`config.mk`:
```
export PLATFORM = sky130hd
export DESIGN_NAME = retire_trace_buffer_flat
export DESIGN_NICKNAME = d
export VERILOG_FILES = /design/src/rtl/retire_trace_buffer_pkg.sv /design/src/rtl/retire_trace_buffer_if.sv /design/src/rtl/retire_trace_buffer_fifo.sv /design/src/rtl/retire_trace_buffer.sv /design/src/flat_wrapper.sv
export SDC_FILE = /design/constraint.sdc
export NUM_CORES = 1
export LEC_CHECK = 0
export ABC_AREA = 1
export BUFFER_PORTS_ARGS = -buffer_cell sky130_fd_sc_hd__buf_2
export CORE_MARGIN = 10
export CORE_UTILIZATION = 45
export CTS_CLUSTER_SIZE = 24
export DETAILED_ROUTE_END_ITERATION = 8
export HOLD_SLACK_MARGIN = 0.03
export SYNTH_ARGS = -nofsm -noshare
export SYNTH_HDL_FRONTEND = slang
export SYNTH_SLANG_ARGS = --single-unit
```
`constraint.sdc`:
```
create_clock -name clk_i -period 12.7 [get_ports clk_i]
set_clock_uncertainty 0.2 [all_clocks]
set_input_delay 1.905 -clock clk_i [delete_from_list [all_inputs] [get_ports clk_i]]
set_output_delay 1.905 -clock clk_i [all_outputs]
set_load 0.02 [all_outputs]
```
`src/rtl/retire_trace_buffer_pkg.sv`:
```
// Shared types for the retirement trace path: record layout and its packed width.
// Every file that formats or carries a trace record imports this package.
package core_trace_pkg;

  localparam int XLEN = 32;

  typedef struct packed {
    logic [XLEN-1:0] pc;
    logic [XLEN-1:0] instr;
    logic [4:0]      rd;
    logic [XLEN-1:0] wdata;
  } trace_t;

  localparam int TRACE_W = $bits(trace_t);

  // x0 writes are architecturally discarded, so the trace reports them as zero.
  function automatic trace_t make_record(input logic [XLEN-1:0] pc,
                                         input logic [XLEN-1:0] instr,
                                         input logic [4:0]      rd,
                                         input logic [XLEN-1:0] data);
    trace_t r;
    r.pc    = pc;
    r.instr = instr;
    r.rd    = rd;
    r.wdata = (rd == 5'd0) ? '0 : data;
    return r;
  endfunction

endpackage

```
`src/rtl/retire_trace_buffer_if.sv`:
```
// Retirement input bundle plus the trace output stream of the trace buffer.
// The master side is the core/consumer pair; the slave side is the buffer itself.
interface retire_trace_if;
  import core_trace_pkg::*;

  logic            update_i;
  logic [XLEN-1:0] pc_i;
  logic [XLEN-1:0] instr_i;
  logic [4:0]      reg_addr_i;
  logic [XLEN-1:0] reg_data_i;

  // trace_o is meaningful only while trace_valid_o=1 and then stays stable until
  // the edge where trace_valid_o && trace_ready_i transfers it; ready may be
  // driven at any time and is ignored while valid is low.
  logic            trace_valid_o;
  logic            trace_ready_i;
  trace_t          trace_o;

  modport master (
    output update_i, pc_i, instr_i, reg_addr_i, reg_data_i, trace_ready_i,
    input  trace_valid_o, trace_o
  );

  modport slave (
    input  update_i, pc_i, instr_i, reg_addr_i, reg_data_i, trace_ready_i,
    output trace_valid_o, trace_o
  );

endinterface

```
`src/rtl/retire_trace_buffer_fifo.sv`:
```
// Generic first-word-fall-through FIFO with wrap-bit pointers and a sync clear.
// Pushes while full are ignored unless a pop frees the slot on the same edge.
module trace_fifo #(
  parameter int WIDTH = 8,
  parameter int DEPTH = 8
) (
  input  logic                     clk_i,
  input  logic                     rstn_i,
  input  logic                     clear_i,
  input  logic                     push_i,
  input  logic [WIDTH-1:0]         wdata_i,
  input  logic                     pop_i,
  output logic [WIDTH-1:0]         rdata_o,
  output logic                     full_o,
  output logic                     empty_o,
  output logic [$clog2(DEPTH):0]   count_o
);

  localparam int AW = $clog2(DEPTH);
  localparam logic [AW:0] PTR_ONE = {{AW{1'b0}}, 1'b1};

  logic [AW:0]      wr_ptr_q, wr_ptr_d;
  logic [AW:0]      rd_ptr_q, rd_ptr_d;
  logic [WIDTH-1:0] mem_q [DEPTH];
  logic             do_push;
  logic             do_pop;

  assign empty_o = (wr_ptr_q == rd_ptr_q);
  assign full_o  = (wr_ptr_q[AW] != rd_ptr_q[AW]) &&
                   (wr_ptr_q[AW-1:0] == rd_ptr_q[AW-1:0]);
  assign count_o = wr_ptr_q - rd_ptr_q;

  assign do_pop  = pop_i && !empty_o;
  assign do_push = push_i && (!full_o || do_pop);

  always_comb begin
    wr_ptr_d = wr_ptr_q;
    rd_ptr_d = rd_ptr_q;
    if (clear_i) begin
      wr_ptr_d = '0;
      rd_ptr_d = '0;
    end else begin
      if (do_push) wr_ptr_d = wr_ptr_q + PTR_ONE;
      if (do_pop)  rd_ptr_d = rd_ptr_q + PTR_ONE;
    end
  end

  always_ff @(posedge clk_i or negedge rstn_i) begin
    if (!rstn_i) begin
      wr_ptr_q <= '0;
      rd_ptr_q <= '0;
    end else begin
      wr_ptr_q <= wr_ptr_d;
      rd_ptr_q <= rd_ptr_d;
    end
  end

  // Storage needs no reset: an entry is only ever read after it was written.
  always_ff @(posedge clk_i) begin
    if (do_push && !clear_i) mem_q[wr_ptr_q[AW-1:0]] <= wdata_i;
  end

  assign rdata_o = mem_q[rd_ptr_q[AW-1:0]];

endmodule

```
`src/rtl/retire_trace_buffer.sv`:
```
// Captures one record per retired instruction into a FWFT FIFO and streams it out,
// keeping a 64-bit retire count, a saturating drop count and a sticky overflow flag.
module retire_trace_buffer
  import core_trace_pkg::*;
#(
  parameter int DEPTH  = 8,
  parameter int DROP_W = 16
) (
  input  logic                    clk_i,
  input  logic                    rstn_i,
  input  logic                    clear_i,
  retire_trace_if.slave           rt,
  output logic [$clog2(DEPTH):0]  count_o,
  output logic [63:0]             instret_o,
  output logic [DROP_W-1:0]       drop_cnt_o,
  output logic                    overflow_o
);

  localparam logic [DROP_W-1:0] DROP_MAX = {DROP_W{1'b1}};
  localparam logic [DROP_W-1:0] DROP_ONE = {{(DROP_W-1){1'b0}}, 1'b1};

  trace_t             rec_w;
  logic [TRACE_W-1:0] head_w;
  logic               fifo_full;
  logic               fifo_empty;
  logic               pop_w;
  logic               drop_w;

  logic [63:0]        instret_q, instret_d;
  logic [DROP_W-1:0]  drop_cnt_q, drop_cnt_d;
  logic               overflow_q, overflow_d;

  assign rec_w = make_record(rt.pc_i, rt.instr_i, rt.reg_addr_i, rt.reg_data_i);

  assign pop_w  = rt.trace_valid_o && rt.trace_ready_i;
  assign drop_w = rt.update_i && !clear_i && fifo_full && !pop_w;

  trace_fifo #(
    .WIDTH (TRACE_W),
    .DEPTH (DEPTH)
  ) u_fifo (
    .clk_i   (clk_i),
    .rstn_i  (rstn_i),
    .clear_i (clear_i),
    .push_i  (rt.update_i),
    .wdata_i (rec_w),
    .pop_i   (rt.trace_ready_i),
    .rdata_o (head_w),
    .full_o  (fifo_full),
    .empty_o (fifo_empty),
    .count_o (count_o)
  );

  // The head is masked while empty so the bus reads zero out of reset and after a flush.
  assign rt.trace_valid_o = !fifo_empty;
  assign rt.trace_o       = fifo_empty ? '0 : trace_t'(head_w);

  always_comb begin
    instret_d  = instret_q;
    drop_cnt_d = drop_cnt_q;
    overflow_d = overflow_q;
    if (clear_i) begin
      instret_d  = '0;
      drop_cnt_d = '0;
      overflow_d = 1'b0;
    end else begin
      instret_d = instret_q + 64'(rt.update_i);
      if (drop_w) begin
        overflow_d = 1'b1;
        if (drop_cnt_q != DROP_MAX) drop_cnt_d = drop_cnt_q + DROP_ONE;
      end
    end
  end

  always_ff @(posedge clk_i or negedge rstn_i) begin
    if (!rstn_i) begin
      instret_q  <= '0;
      drop_cnt_q <= '0;
      overflow_q <= 1'b0;
    end else begin
      instret_q  <= instret_d;
      drop_cnt_q <= drop_cnt_d;
      overflow_q <= overflow_d;
    end
  end

  assign instret_o  = instret_q;
  assign drop_cnt_o = drop_cnt_q;
  assign overflow_o = overflow_q;

endmodule

```
`src/flat_wrapper.sv`:
```
// flat-port wrapper written by rule: the top's interface ports become plain ports
module retire_trace_buffer_flat import core_trace_pkg::*;
#(
  parameter int DEPTH  = 8,
  parameter int DROP_W = 16
)
  (clk_i, rstn_i, clear_i, count_o, instret_o, drop_cnt_o, overflow_o, rt_update_i, rt_pc_i, rt_instr_i, rt_reg_addr_i, rt_reg_data_i, rt_trace_ready_i, rt_trace_valid_o, rt_trace_o);
  retire_trace_if rt_i ();
  input  logic clk_i;
  input  logic rstn_i;
  input  logic clear_i;
  output logic [$clog2(DEPTH):0] count_o;
  output logic [63:0] instret_o;
  output logic [DROP_W-1:0] drop_cnt_o;
  output logic overflow_o;
  input wire logic [$bits(rt_i.update_i)-1:0] rt_update_i;
  input wire logic [$bits(rt_i.pc_i)-1:0] rt_pc_i;
  input wire logic [$bits(rt_i.instr_i)-1:0] rt_instr_i;
  input wire logic [$bits(rt_i.reg_addr_i)-1:0] rt_reg_addr_i;
  input wire logic [$bits(rt_i.reg_data_i)-1:0] rt_reg_data_i;
  input wire logic [$bits(rt_i.trace_ready_i)-1:0] rt_trace_ready_i;
  output wire logic [$bits(rt_i.trace_valid_o)-1:0] rt_trace_valid_o;
  output wire logic [$bits(rt_i.trace_o)-1:0] rt_trace_o;
  assign rt_i.update_i = rt_update_i;
  assign rt_i.pc_i = rt_pc_i;
  assign rt_i.instr_i = rt_instr_i;
  assign rt_i.reg_addr_i = rt_reg_addr_i;
  assign rt_i.reg_data_i = rt_reg_data_i;
  assign rt_i.trace_ready_i = rt_trace_ready_i;
  assign rt_trace_valid_o = rt_i.trace_valid_o;
  assign rt_trace_o = rt_i.trace_o;
  retire_trace_buffer #(.DEPTH(DEPTH), .DROP_W(DROP_W)) u_core (.clk_i(clk_i), .rstn_i(rstn_i), .clear_i(clear_i), .rt(rt_i), .count_o(count_o), .instret_o(instret_o), .drop_cnt_o(drop_cnt_o), .overflow_o(overflow_o));
endmodule
```
==> impl_metrics.ini <==
[sta]
setup_viol = 0
fmax_ghz = 0.149
slew_headroom_pct = 13.5
fin_tns_setup_ns = 0
slew_viol_final = 0
min_period_over_period_pct = 52.7
rsz0062_at_grt = no
fin_hold_ws_ns = 0.348
setup_ws_ns = 6.01
hold_viol = 0
worst_pin_slew_ns = 1.30
fin_crit_ns = 6.69

[final_layout]
final_cells = 4604
finish.net_count = 3567
drive_gt1_share_pct = 14.6
area_delta_synth_final_pct = 14.4
stdcell_area_um2 = 42600
fin_util_pct = 51.9

[cts]
postCtsHoldBufs = 0
cts_tree = yes
ctsResizeCount = 0
cts_root_buffer = clkbuf_16
clkSinkCount = 897
postCtsSetupRepairBufs = 0
clk_path_buf_depth = 3
clock_latency_ns = 0.64
clk_pin_slew_ns = 0.06
htree_levels = 3
cts_buffers = 95

[power_and_ir_drop]
vdd_ir_drop_max_mv = 0.122
switchingPower_mw = 1.98
seq_power_share_pct = 46.1
p_per_area_nw_per_um2 = 168
cellLeakagePower_nw = 15.2
pwr-share-comb_pct = 15.3
switching_share_pct = 27.7
clkPwrFrac_pct = 38.7
power_mw = 7.16
power.internal_mw = 5.18

[detailed_routing]
first_pass_iters = 5
avgViaCountPerCell = 5.48
wl_met2_um = 47700
routed_wl_um = 99200
wire_per_inst_um = 21.5
dr_wl_met3_um = 5930
drt_iter0_drc = 2213
highest_layer = met5
antenna_left = 0
wl_met1_um = 42900
drc_errors = 0
vias = 25249

[synth]
synth_cell_types = 38
synthTopCellsByCount = nor2_1 (817), edfxtp_1 (808), o21ai_0 (423), nand2_1 (294), o22ai_1 (202)
synth-edff-count = 808
ys_seq_area_share_pct = 71.2
synth_seq_cells = 897
ys_top_cells_by_area = edfxtp_1 (65%), nor2_1 (8.2%), dfrtp_1 (6.0%), o21ai_0 (5.7%), o22ai_1 (3.4%)
yosys.area.top_type = edfxtp_1
syn_avg_cell_area_um2 = 11.6
synth_flop_cell = edfxtp_1
synth_top_area_share_pct = 65.2
synth_area_um2 = 37200
synth_most_common_cell = nor2_1
synth_cells = 3217
synth.net_count = 3332
yosys_warnings = 0
ys_async_sr_fraction_pct = 9.92

[placed_design]
io_buffers = 292
dp_cells = 4425
dpl_worst_slack_ns = 6.45
dpl-instance-area_um2 = 39400
gp_congestion = 0.921
dpl.hpwl_um = 54600

[hold_path]
min_path_type = reg -> reg

[die]
initial_utilization_pct = 45.4
core_area_um2 = 82000
num_rows = 105
die_w_um = 308
io_pins = 293
die_area_um2 = 94600
die_h_um = 308

[run_status]
status = finished, final reports clean

[setup_path]
required_ns = 10.60
crit_path_max_fanout = 235
worstPathArrival_ns = 4.59
path_class = reg -> out
cp-start-kind = register
setup.worst_path.end_class = output pin

[global_routing]
grt_overflow = 0
grt_pass1_vias = 24594
antenna_found_initial = 10
grtUsageTotal_pct = 20.5
grt_first_pass_wirelength_um = 150000
grt_max_degree = 236

[run]
cap_violations = 0
power by group through the flow:
| stage | logic [mW] | registers (mW) | clock network, mW |
|---|---|---|---|
| 2_1_floorplan | 0.763 | 3.34 | 0 |
| 3_5_place_dp | 1.11 | 3.36 | 0 |
| 6_report | 1.09 | 3.30 | 2.77 |
| 5_1_grt | 1.21 | 3.30 | 2.93 |
| 4_1_cts | 1.11 | 3.30 | 2.82 |
| 3_3_place_gp | 1.10 | 3.36 | 0 |
final timing paths:
path	startpoint	endpoint	slack, ns	cells after the start
hold reg to reg	u_core.overflow_o$_DFFE_PN0P_	u_core.overflow_o$_DFFE_PN0P_	0.35	1
max in group asynchronous	rstn_i	u_core.u_fifo.rd_ptr_q[0]$_DFFE_PN0P_	10.07	2
setup / recovery	u_core.u_fifo.rd_ptr_q[0]$_DFFE_PN0P_	rt_trace_o[3]	6.01	9
hold / removal	u_core.overflow_o$_DFFE_PN0P_	u_core.overflow_o$_DFFE_PN0P_	0.35	1
setup reg to reg	u_core.u_fifo.rd_ptr_q[0]$_DFFE_PN0P_	u_core.u_fifo.mem_q[6][36]$_DFFE_PP_	7.37	11
min in group asynchronous	rstn_i	u_core.instret_o[15]$_DFF_PN0_	0.98	1
worst max-delay path, stage by stage, from the launching register on:
cell	delay, ns
dfrtp_4	1.07
buf_12	0.59
ha_1	0.38
inv_1	0.08
nor2_1	0.09
nand2_4	0.49
buf_4	0.64
o21ai_0	0.20
nor2_1	0.13
buf_2	0.18
flip-flops by register name (all words and copies together) (netlist names):
name,flops
u_core.u_fifo.wr_ptr_q,4
u_core.instret_o,64
u_core.u_fifo.mem_q,808
u_core.drop_cnt_o,16
u_core.overflow_o,1
u_core.u_fifo.rd_ptr_q,4
layout make-up:
class	instances	area, um^2
multi-input cells	2021	9390
clock inverters	61	687
repair buffers	319	1740
clock buffers	113	2440
flip-flops and latches	897	26500
diodes	5	12.5
inverters	118	463
well taps	1070	1340
fillers	7235	39400
kinds of logic after synthesis:
family,Yosys count,synth area share (%)
flops,897,71.2
compound gates,774,11.2
simple gates,1211,12.9
fa+ha+maj,9,0.323
xor+xnor,27,0.656
buf+inv,299,3.75
per-layer routing:
layer	vias to the layer above	GRT usage [%]
met3	167	3.24
li1	11845	-
met4	10	6.63
met2	786	33.8
met5	-	0
met1	12441	27.5
cell usage in the layout (no fill, tap or decap), types with 6 or more instances in the layout:
cell and instances:
nor2_1 813, bufinv_16 11, dfrtp_1 86, clkinv_2 24
ha_1 8, o21ai_1 128, nor2_2 6, xor2_1 21
nand3_1 44, o21ai_0 423, buf_2 291, buf_4 22
inv_1 110, nand2_2 11, o22ai_1 202, clkbuf_16 95
edfxtp_1 808, nand2_1 293, nor2_4 11, a21oi_1 11
clkinv_1 16, nor3_1 10, nand4_1 7, buf_12 6
clkbuf_1 18
(Power assumes the default switching activity.)
